$ cat src/rtl/load_store_unit_if.sv
// load_store_unit_if
// Groups the request/response handshake and the word-wide memory port of the
// load/store unit into one bundle.
//   slave  : the load/store unit's view. Requests and memory read data come in;
//            response, status and memory command signals go out.
//   master : the requester/memory side's view (the exact mirror of slave).
// mem_addr is a word index, and mem_rdata must be combinational for the
// current mem_addr.
interface load_store_unit_if;
    // request channel
    logic        req_valid;
    logic        req_ready;
    logic        is_store;
    logic [2:0]  funct3;
    logic [31:0] addr;
    logic [31:0] wdata;
    // response channel
    logic        resp_valid;
    logic [31:0] rdata;
    logic        err_misaligned;
    logic        err_fault;
    logic        busy;
    // memory port
    logic        mem_read;
    logic        mem_write;
    logic [31:0] mem_addr;
    logic [31:0] mem_wdata;
    logic [31:0] mem_rdata;

    modport slave (
        input  req_valid, is_store, funct3, addr, wdata, mem_rdata,
        output req_ready, resp_valid, rdata, err_misaligned, err_fault, busy,
               mem_read, mem_write, mem_addr, mem_wdata
    );

    modport master (
        output req_valid, is_store, funct3, addr, wdata, mem_rdata,
        input  req_ready, resp_valid, rdata, err_misaligned, err_fault, busy,
               mem_read, mem_write, mem_addr, mem_wdata
    );
endinterface

$ cat src/rtl/load_store_unit.sv
// load_store_unit
// RV32I-style byte/halfword/word load/store engine in front of a 64-word
// memory with a combinational read port.
//   clk, reset : clock and asynchronous active-high reset
//   bus        : load_store_unit_if.slave. It carries the req_valid/req_ready
//                handshake with is_store/funct3/addr/wdata, the one-cycle
//                resp_valid pulse with rdata/err_misaligned/err_fault, busy,
//                and the mem_read/mem_write/mem_addr/mem_wdata/mem_rdata port.
// Flow:
//   load           IDLE -> LOAD -> RESP
//   SW             IDLE -> STORE_WR -> RESP
//   SB/SH          IDLE -> STORE_RD -> STORE_WR -> RESP
//                  (read-modify-write of the enclosing word)
//   faulting or
//   misaligned     IDLE -> RESP (no memory traffic)
module load_store_unit (
    input  logic             clk,
    input  logic             reset,
    load_store_unit_if.slave bus
);
    typedef enum logic [2:0] {
        IDLE     = 3'd0,
        LOAD     = 3'd1,
        STORE_RD = 3'd2,
        STORE_WR = 3'd3,
        RESP     = 3'd4
    } state_t;

    state_t      state_q, state_d;
    logic        is_store_q, is_store_d;
    logic [2:0]  funct3_q, funct3_d;
    logic [31:0] addr_q, addr_d;
    logic [31:0] wdata_q, wdata_d;
    logic [31:0] old_word_q, old_word_d;
    logic [31:0] rdata_q, rdata_d;
    logic        err_mis_q, err_mis_d;
    logic        err_fault_q, err_fault_d;

    // Only addr_q[7:0] reaches the memory. The upper bits are latched for
    // completeness; they were already checked at acceptance time.
    logic unused_addr_hi;
    assign unused_addr_hi = ^addr_q[31:8];

    // ------------------------------------------------------------------
    // Request decode on the live request inputs (used only in IDLE).
    // A fault takes priority, so misalignment is reported only when the
    // access is otherwise legal.
    // ------------------------------------------------------------------
    logic req_fault, req_mis;
    always_comb begin
        req_fault = 1'b0;
        if (bus.addr[31:8] != 24'd0) begin
            req_fault = 1'b1;
        end
        if (bus.is_store) begin
            if (bus.funct3 >= 3'd3) begin
                req_fault = 1'b1;
            end
        end else if (bus.funct3 == 3'd3 || bus.funct3 == 3'd6 || bus.funct3 == 3'd7) begin
            req_fault = 1'b1;
        end

        req_mis = 1'b0;
        if (!req_fault) begin
            case (bus.funct3)
                3'd1, 3'd5: req_mis = bus.addr[0];
                3'd2:       req_mis = |bus.addr[1:0];
                default:    req_mis = 1'b0;
            endcase
        end
    end

    // ------------------------------------------------------------------
    // Load lane extraction from the word that is currently being read.
    // ------------------------------------------------------------------
    logic [7:0]  ld_byte;
    logic [15:0] ld_half;
    logic [31:0] ld_data;
    always_comb begin
        ld_byte = bus.mem_rdata[{addr_q[1:0], 3'b000} +: 8];
        ld_half = bus.mem_rdata[{addr_q[1], 4'b0000} +: 16];
        case (funct3_q)
            3'd0:    ld_data = {{24{ld_byte[7]}}, ld_byte};
            3'd4:    ld_data = {24'd0, ld_byte};
            3'd1:    ld_data = {{16{ld_half[15]}}, ld_half};
            3'd5:    ld_data = {16'd0, ld_half};
            default: ld_data = bus.mem_rdata;
        endcase
    end

    // ------------------------------------------------------------------
    // Store merge: each byte lane takes either the new data or the old
    // word. For SW every lane is enabled, so the old word drops out.
    // ------------------------------------------------------------------
    logic [3:0]  lane_en;
    logic [31:0] merged_word;
    always_comb begin
        case (funct3_q[1:0])
            2'b00:   lane_en = 4'b0001 << addr_q[1:0];
            2'b01:   lane_en = addr_q[1] ? 4'b1100 : 4'b0011;
            default: lane_en = 4'b1111;
        endcase
    end

    generate
        for (genvar gi = 0; gi < 4; gi++) begin : g_lane
            logic [7:0] src_byte;
            // SB replicates the low byte into every lane, SH replicates the
            // low halfword into both halves, and SW passes bytes straight through.
            assign src_byte = (funct3_q[1:0] == 2'b00) ? wdata_q[7:0] :
                              (funct3_q[1:0] == 2'b01) ? wdata_q[8*(gi%2) +: 8] :
                                                         wdata_q[8*gi +: 8];
            assign merged_word[8*gi +: 8] = lane_en[gi] ? src_byte : old_word_q[8*gi +: 8];
        end
    endgenerate

    // ------------------------------------------------------------------
    // State register
    // ------------------------------------------------------------------
    always_ff @(posedge clk or posedge reset) begin
        if (reset) begin
            state_q     <= IDLE;
            is_store_q  <= 1'b0;
            funct3_q    <= 3'd0;
            addr_q      <= 32'd0;
            wdata_q     <= 32'd0;
            old_word_q  <= 32'd0;
            rdata_q     <= 32'd0;
            err_mis_q   <= 1'b0;
            err_fault_q <= 1'b0;
        end else begin
            state_q     <= state_d;
            is_store_q  <= is_store_d;
            funct3_q    <= funct3_d;
            addr_q      <= addr_d;
            wdata_q     <= wdata_d;
            old_word_q  <= old_word_d;
            rdata_q     <= rdata_d;
            err_mis_q   <= err_mis_d;
            err_fault_q <= err_fault_d;
        end
    end

    // ------------------------------------------------------------------
    // Next-state and datapath update
    // ------------------------------------------------------------------
    always_comb begin
        state_d     = state_q;
        is_store_d  = is_store_q;
        funct3_d    = funct3_q;
        addr_d      = addr_q;
        wdata_d     = wdata_q;
        old_word_d  = old_word_q;
        rdata_d     = rdata_q;
        err_mis_d   = err_mis_q;
        err_fault_d = err_fault_q;

        case (state_q)
            IDLE: begin
                if (bus.req_valid) begin
                    is_store_d  = bus.is_store;
                    funct3_d    = bus.funct3;
                    addr_d      = bus.addr;
                    wdata_d     = bus.wdata;
                    rdata_d     = 32'd0;
                    err_fault_d = req_fault;
                    err_mis_d   = req_mis;
                    if (req_fault || req_mis) begin
                        state_d = RESP;
                    end else if (!bus.is_store) begin
                        state_d = LOAD;
                    end else if (bus.funct3 == 3'd2) begin
                        state_d = STORE_WR;
                    end else begin
                        state_d = STORE_RD;
                    end
                end
            end
            LOAD: begin
                rdata_d = ld_data;
                state_d = RESP;
            end
            STORE_RD: begin
                old_word_d = bus.mem_rdata;
                state_d    = STORE_WR;
            end
            STORE_WR: state_d = RESP;
            RESP:     state_d = IDLE;
            default:  state_d = IDLE;
        endcase
    end

    // ------------------------------------------------------------------
    // Outputs. Everything except mem_addr is decoded from the current state.
    // ------------------------------------------------------------------
    always_comb begin
        bus.req_ready      = (state_q == IDLE);
        bus.busy           = (state_q != IDLE);
        bus.resp_valid     = 1'b0;
        bus.rdata          = 32'd0;
        bus.err_misaligned = 1'b0;
        bus.err_fault      = 1'b0;
        bus.mem_read       = 1'b0;
        bus.mem_write      = 1'b0;
        bus.mem_wdata      = 32'd0;
        bus.mem_addr       = {26'd0, addr_q[7:2]};

        case (state_q)
            LOAD:     bus.mem_read = 1'b1;
            STORE_RD: bus.mem_read = 1'b1;
            STORE_WR: begin
                bus.mem_write = 1'b1;
                bus.mem_wdata = merged_word;
            end
            RESP: begin
                bus.resp_valid     = 1'b1;
                bus.rdata          = is_store_q ? 32'd0 : rdata_q;
                bus.err_misaligned = err_mis_q;
                bus.err_fault      = err_fault_q;
            end
            default: ;
        endcase
    end
endmodule
$ cat src/flat_wrapper.sv
// flat-port wrapper written by rule: the top's interface ports become plain ports
module load_store_unit_flat 
  (clk, reset, bus_req_valid, bus_is_store, bus_funct3, bus_addr, bus_wdata, bus_mem_rdata, bus_req_ready, bus_resp_valid, bus_rdata, bus_err_misaligned, bus_err_fault, bus_busy, bus_mem_read, bus_mem_write, bus_mem_addr, bus_mem_wdata);
  load_store_unit_if bus_i ();
  input  logic clk;
  input  logic reset;
  input wire logic [$bits(bus_i.req_valid)-1:0] bus_req_valid;
  input wire logic [$bits(bus_i.is_store)-1:0] bus_is_store;
  input wire logic [$bits(bus_i.funct3)-1:0] bus_funct3;
  input wire logic [$bits(bus_i.addr)-1:0] bus_addr;
  input wire logic [$bits(bus_i.wdata)-1:0] bus_wdata;
  input wire logic [$bits(bus_i.mem_rdata)-1:0] bus_mem_rdata;
  output wire logic [$bits(bus_i.req_ready)-1:0] bus_req_ready;
  output wire logic [$bits(bus_i.resp_valid)-1:0] bus_resp_valid;
  output wire logic [$bits(bus_i.rdata)-1:0] bus_rdata;
  output wire logic [$bits(bus_i.err_misaligned)-1:0] bus_err_misaligned;
  output wire logic [$bits(bus_i.err_fault)-1:0] bus_err_fault;
  output wire logic [$bits(bus_i.busy)-1:0] bus_busy;
  output wire logic [$bits(bus_i.mem_read)-1:0] bus_mem_read;
  output wire logic [$bits(bus_i.mem_write)-1:0] bus_mem_write;
  output wire logic [$bits(bus_i.mem_addr)-1:0] bus_mem_addr;
  output wire logic [$bits(bus_i.mem_wdata)-1:0] bus_mem_wdata;
  assign bus_i.req_valid = bus_req_valid;
  assign bus_i.is_store = bus_is_store;
  assign bus_i.funct3 = bus_funct3;
  assign bus_i.addr = bus_addr;
  assign bus_i.wdata = bus_wdata;
  assign bus_i.mem_rdata = bus_mem_rdata;
  assign bus_req_ready = bus_i.req_ready;
  assign bus_resp_valid = bus_i.resp_valid;
  assign bus_rdata = bus_i.rdata;
  assign bus_err_misaligned = bus_i.err_misaligned;
  assign bus_err_fault = bus_i.err_fault;
  assign bus_busy = bus_i.busy;
  assign bus_mem_read = bus_i.mem_read;
  assign bus_mem_write = bus_i.mem_write;
  assign bus_mem_addr = bus_i.mem_addr;
  assign bus_mem_wdata = bus_i.mem_wdata;
  load_store_unit u_core (.clk(clk), .reset(reset), .bus(bus_i));
endmodule
$ cat config.mk
export PLATFORM = sky130hd
export DESIGN_NAME = load_store_unit_flat
export DESIGN_NICKNAME = d
export VERILOG_FILES = /design/src/rtl/load_store_unit_if.sv /design/src/rtl/load_store_unit.sv /design/src/flat_wrapper.sv
export SDC_FILE = /design/constraint.sdc
export NUM_CORES = 1
export LEC_CHECK = 0
export CAP_MARGIN = 20
export CORE_MARGIN = 2
export CORE_UTILIZATION = 42
export DETAILED_ROUTE_END_ITERATION = 16
export PLACE_DENSITY = 0.77
export SETUP_SLACK_MARGIN = 0.2
export SLEW_MARGIN = 20
export SYNTH_ARGS = -nofsm -noshare
export SYNTH_HDL_FRONTEND = slang
export SYNTH_SLANG_ARGS = --single-unit
$ cat constraint.sdc
create_clock -name clk -period 3.8 [get_ports clk]
set_input_delay 0.76 -clock clk [delete_from_list [all_inputs] [get_ports clk]]
set_output_delay 0.76 -clock clk [all_outputs]
set_load 0.01 [all_outputs]
==> metrics.txt <==
flops & latches, synth=113; WL/cell=17.3 um; R2R Path Start=u_core.state_q[2]; Worst EP required=3.04 ns; # setup viols final=0; flop-to-flop setup slack=1.69 ns; dpl hpwl=13.2 mm; Starting DRT DRC Count=406; power density over the cells=394 nW/um^2; worst min path class=flop to flop; Worst Skew=0.00664 ns; port bufs=179; CTS tree=yes; Slew @ Worst Pin=0.910 ns; via/cell ratio=5.17; Worst Hold End=u_core.is_store_q; largest net degree at the start of global routing=72; CTS Hold Bufs=0; GRT Total Usage=23.0%; fin crit share=90.0%; asr flop ratio synth=100%; diodes inserted=0; slew margin rel.=38.9%; total CTS buffers=17; status=complete, no violations; commonest non-fill, non-tap cell in the layout=clkdlybuf4s50_1; most frequent cells in the layout=179 x clkdlybuf4s50_1, 175 x nand2_1, 113 x dfrtp_1; CP max FO=30; worst-case clock buffer depth=2; Post-Route WL=18.1 mm; Detailed Routing Iterations Pass 1=7; Worst setup EP type=primary output; Post-synth top flop=dfrtp_1; Final #Nets=948; first-pass GRT wire length=28.6 mm; Min Hold Slack=0.467 ns; vias=5,382; Avg Inst Size Synth=9.07 um^2; distinct cell type count after synthesis=44; r2r endpoint=u_core.rdata_q[24]; kind of critical path=flop to primary output; die height=125 um; Root Buffer=clkbuf_16; share of layout cells above drive strength 1=11.3%; Post-Route Setup TNS=0 ns; routability cong.=0.891; DRC viols=0; Final Hold Fails=0; number of global-route vias before repair=5,178; width of the chip=125 um; Crit path arrival time=2.66 ns; Cells on Worst Hold Path=2; antenna violations before repair=0; Post-CTS Resized=0; R2R depth=4; Startpoint Class=flop; Ports=206; hold wc startpoint=u_core.is_store_q; Mapped Area=6170 um^2; fin crit period=3.42 ns; RSZ-0062 raised after global routing=no; post-route antenna net violation count=0; # Max-Cap Violations=0; Max Fclk=292 MHz; FP Rows=44; Max VDD drop=0.000268 V; Layout area overhead=38.2%; Clock Latency Late Sink=0.40 ns; Initial Utilization=42.8%; CTS sink count=113; Post-Synthesis Cells=680; Clock transition at path regs=0.06 ns; total global routing overflow=0; number of enable flip-flop cells after synthesis=0; sequential area share after synthesis=45.8%; core box area=14,400 um^2; Pleak=3.86 nW; DIE AREA=15,700 um^2; CTS H-tree depth=4; Max Transition Viols Final=0; Yosys warnings=0; postcts setup bufs=0
kinds of logic after synthesis:
kind of cell           count (synthesis)  share of synthesized area, %
flip-flops                           113                          45.8
AO/OA/AOI/OAI                        130                          13.9
AND/OR/NAND/NOR                      296                          22.0
buffers and inverters                 82                          7.87
other                                  1                        0.0608
multiplexers                          58                          10.3
flip-flops by register name, indices dropped and copies added (netlist names):
| register | cells |
|---|---|
| u_core.state_q | 3 |
| u_core.old_word_q | 32 |
| u_core.err_fault_q | 1 |
| u_core.err_mis_q | 1 |
| u_core.funct3_q | 3 |
| u_core.wdata_q | 32 |
| u_core.is_store_q | 1 |
| u_core.rdata_q | 32 |
| u_core.addr_q | 8 |
per-layer routing:
layer | part of all wire [%] | track usage (%)
met1 | 46 | 33.4
met3 | 5.5 | 3.85
met5 | 0 | 0
met4 | 2.3 | 7.78
met2 | 46 | 35.1
synthesized netlist by cell type, types with 2 or more instances:
library cell	number	area, um^2
nand3_1	14	70.1
nor2b_1	8	50.1
and2_1	36	225
a221o_1	16	160
nand4_1	2	12.5
a21oi_1	31	155
nand2b_1	4	25.0
or2_2	2	12.5
a211o_1	2	17.5
a31oi_1	2	12.5
buf_6	3	33.8
nand2_1	176	661
or3_1	5	31.3
a21o_1	3	22.5
a41o_1	2	20.0
o21ai_1	7	35.0
a311oi_1	8	70.1
o21ai_2	2	17.5
buf_4	37	278
nor4_1	6	37.5
o211ai_1	9	67.6
and2b_1	2	15.0
nor2_1	26	97.6
mux2_2	36	405
clkbuf_1	22	82.6
nor3_1	7	35.0
buf_2	13	65.1
mux2i_1	21	210
a22oi_1	3	22.5
o21ai_0	33	165
nor3b_1	3	22.5
dfrtp_1	113	2830
a211oi_1	10	75.1
inv_1	6	22.5
metrics by stage:
step | util [%] | worst slack (ns) | std cells | instance area [um^2] | power [mW]
after floorplan | - | 1.36 | 705 | 6270 | 1.71
after global placement | 55.3 | 0.691 | 1009 | 7970 | 1.94
after detailed placement | 55.3 | 0.679 | 1009 | 7970 | 1.94
after CTS | 59.0 | 0.381 | 1041 | 8510 | 3.37
after global routing | 59.1 | 0.201 | 1042 | 8530 | 3.51
final | 59.1 | 0.378 | 1042 | 8530 | 3.36
critical path, cell delays in order, from the launching register on:
cell             delay [ns]
dfrtp_1                0.42
buf_4                  0.27
nor2_1                 0.43
nand2_1                0.11
a311oi_1               0.40
clkdlybuf4s50_1        0.62
report_power, final:
part / leakage [nW] / internal, mW / switching (mW)
clock: 0.252 / 0.835 / 0.592
sequential: 1.50 / 1.27 / 0.0651
combinational: 2.10 / 0.260 / 0.344
cell type report:
cell class	instances	area, um^2
inverters	6	26.3
multi-input cells	510	2950
well taps	184	230
repair buffers	197	1950
clock buffers	17	425
clock inverters	15	114
flip-flops and latches	113	2830
fillers	1252	5890
worst max path at each step:
stage / end / startpoint / slack [ns]
3_5_place_dp: bus_mem_read / bus_req_valid / 0.68
6_report: bus_mem_wdata[9] / u_core.funct3_q[0] / 0.38
4_1_cts: bus_mem_wdata[13] / u_core.funct3_q[0] / 0.38
5_1_grt: bus_mem_wdata[14] / u_core.funct3_q[0] / 0.20
3_3_place_gp: bus_mem_read / bus_req_valid / 0.69
2_1_floorplan: bus_mem_read / bus_req_valid / 1.36
No activity file was read; power rests on OpenSTA's default activity.
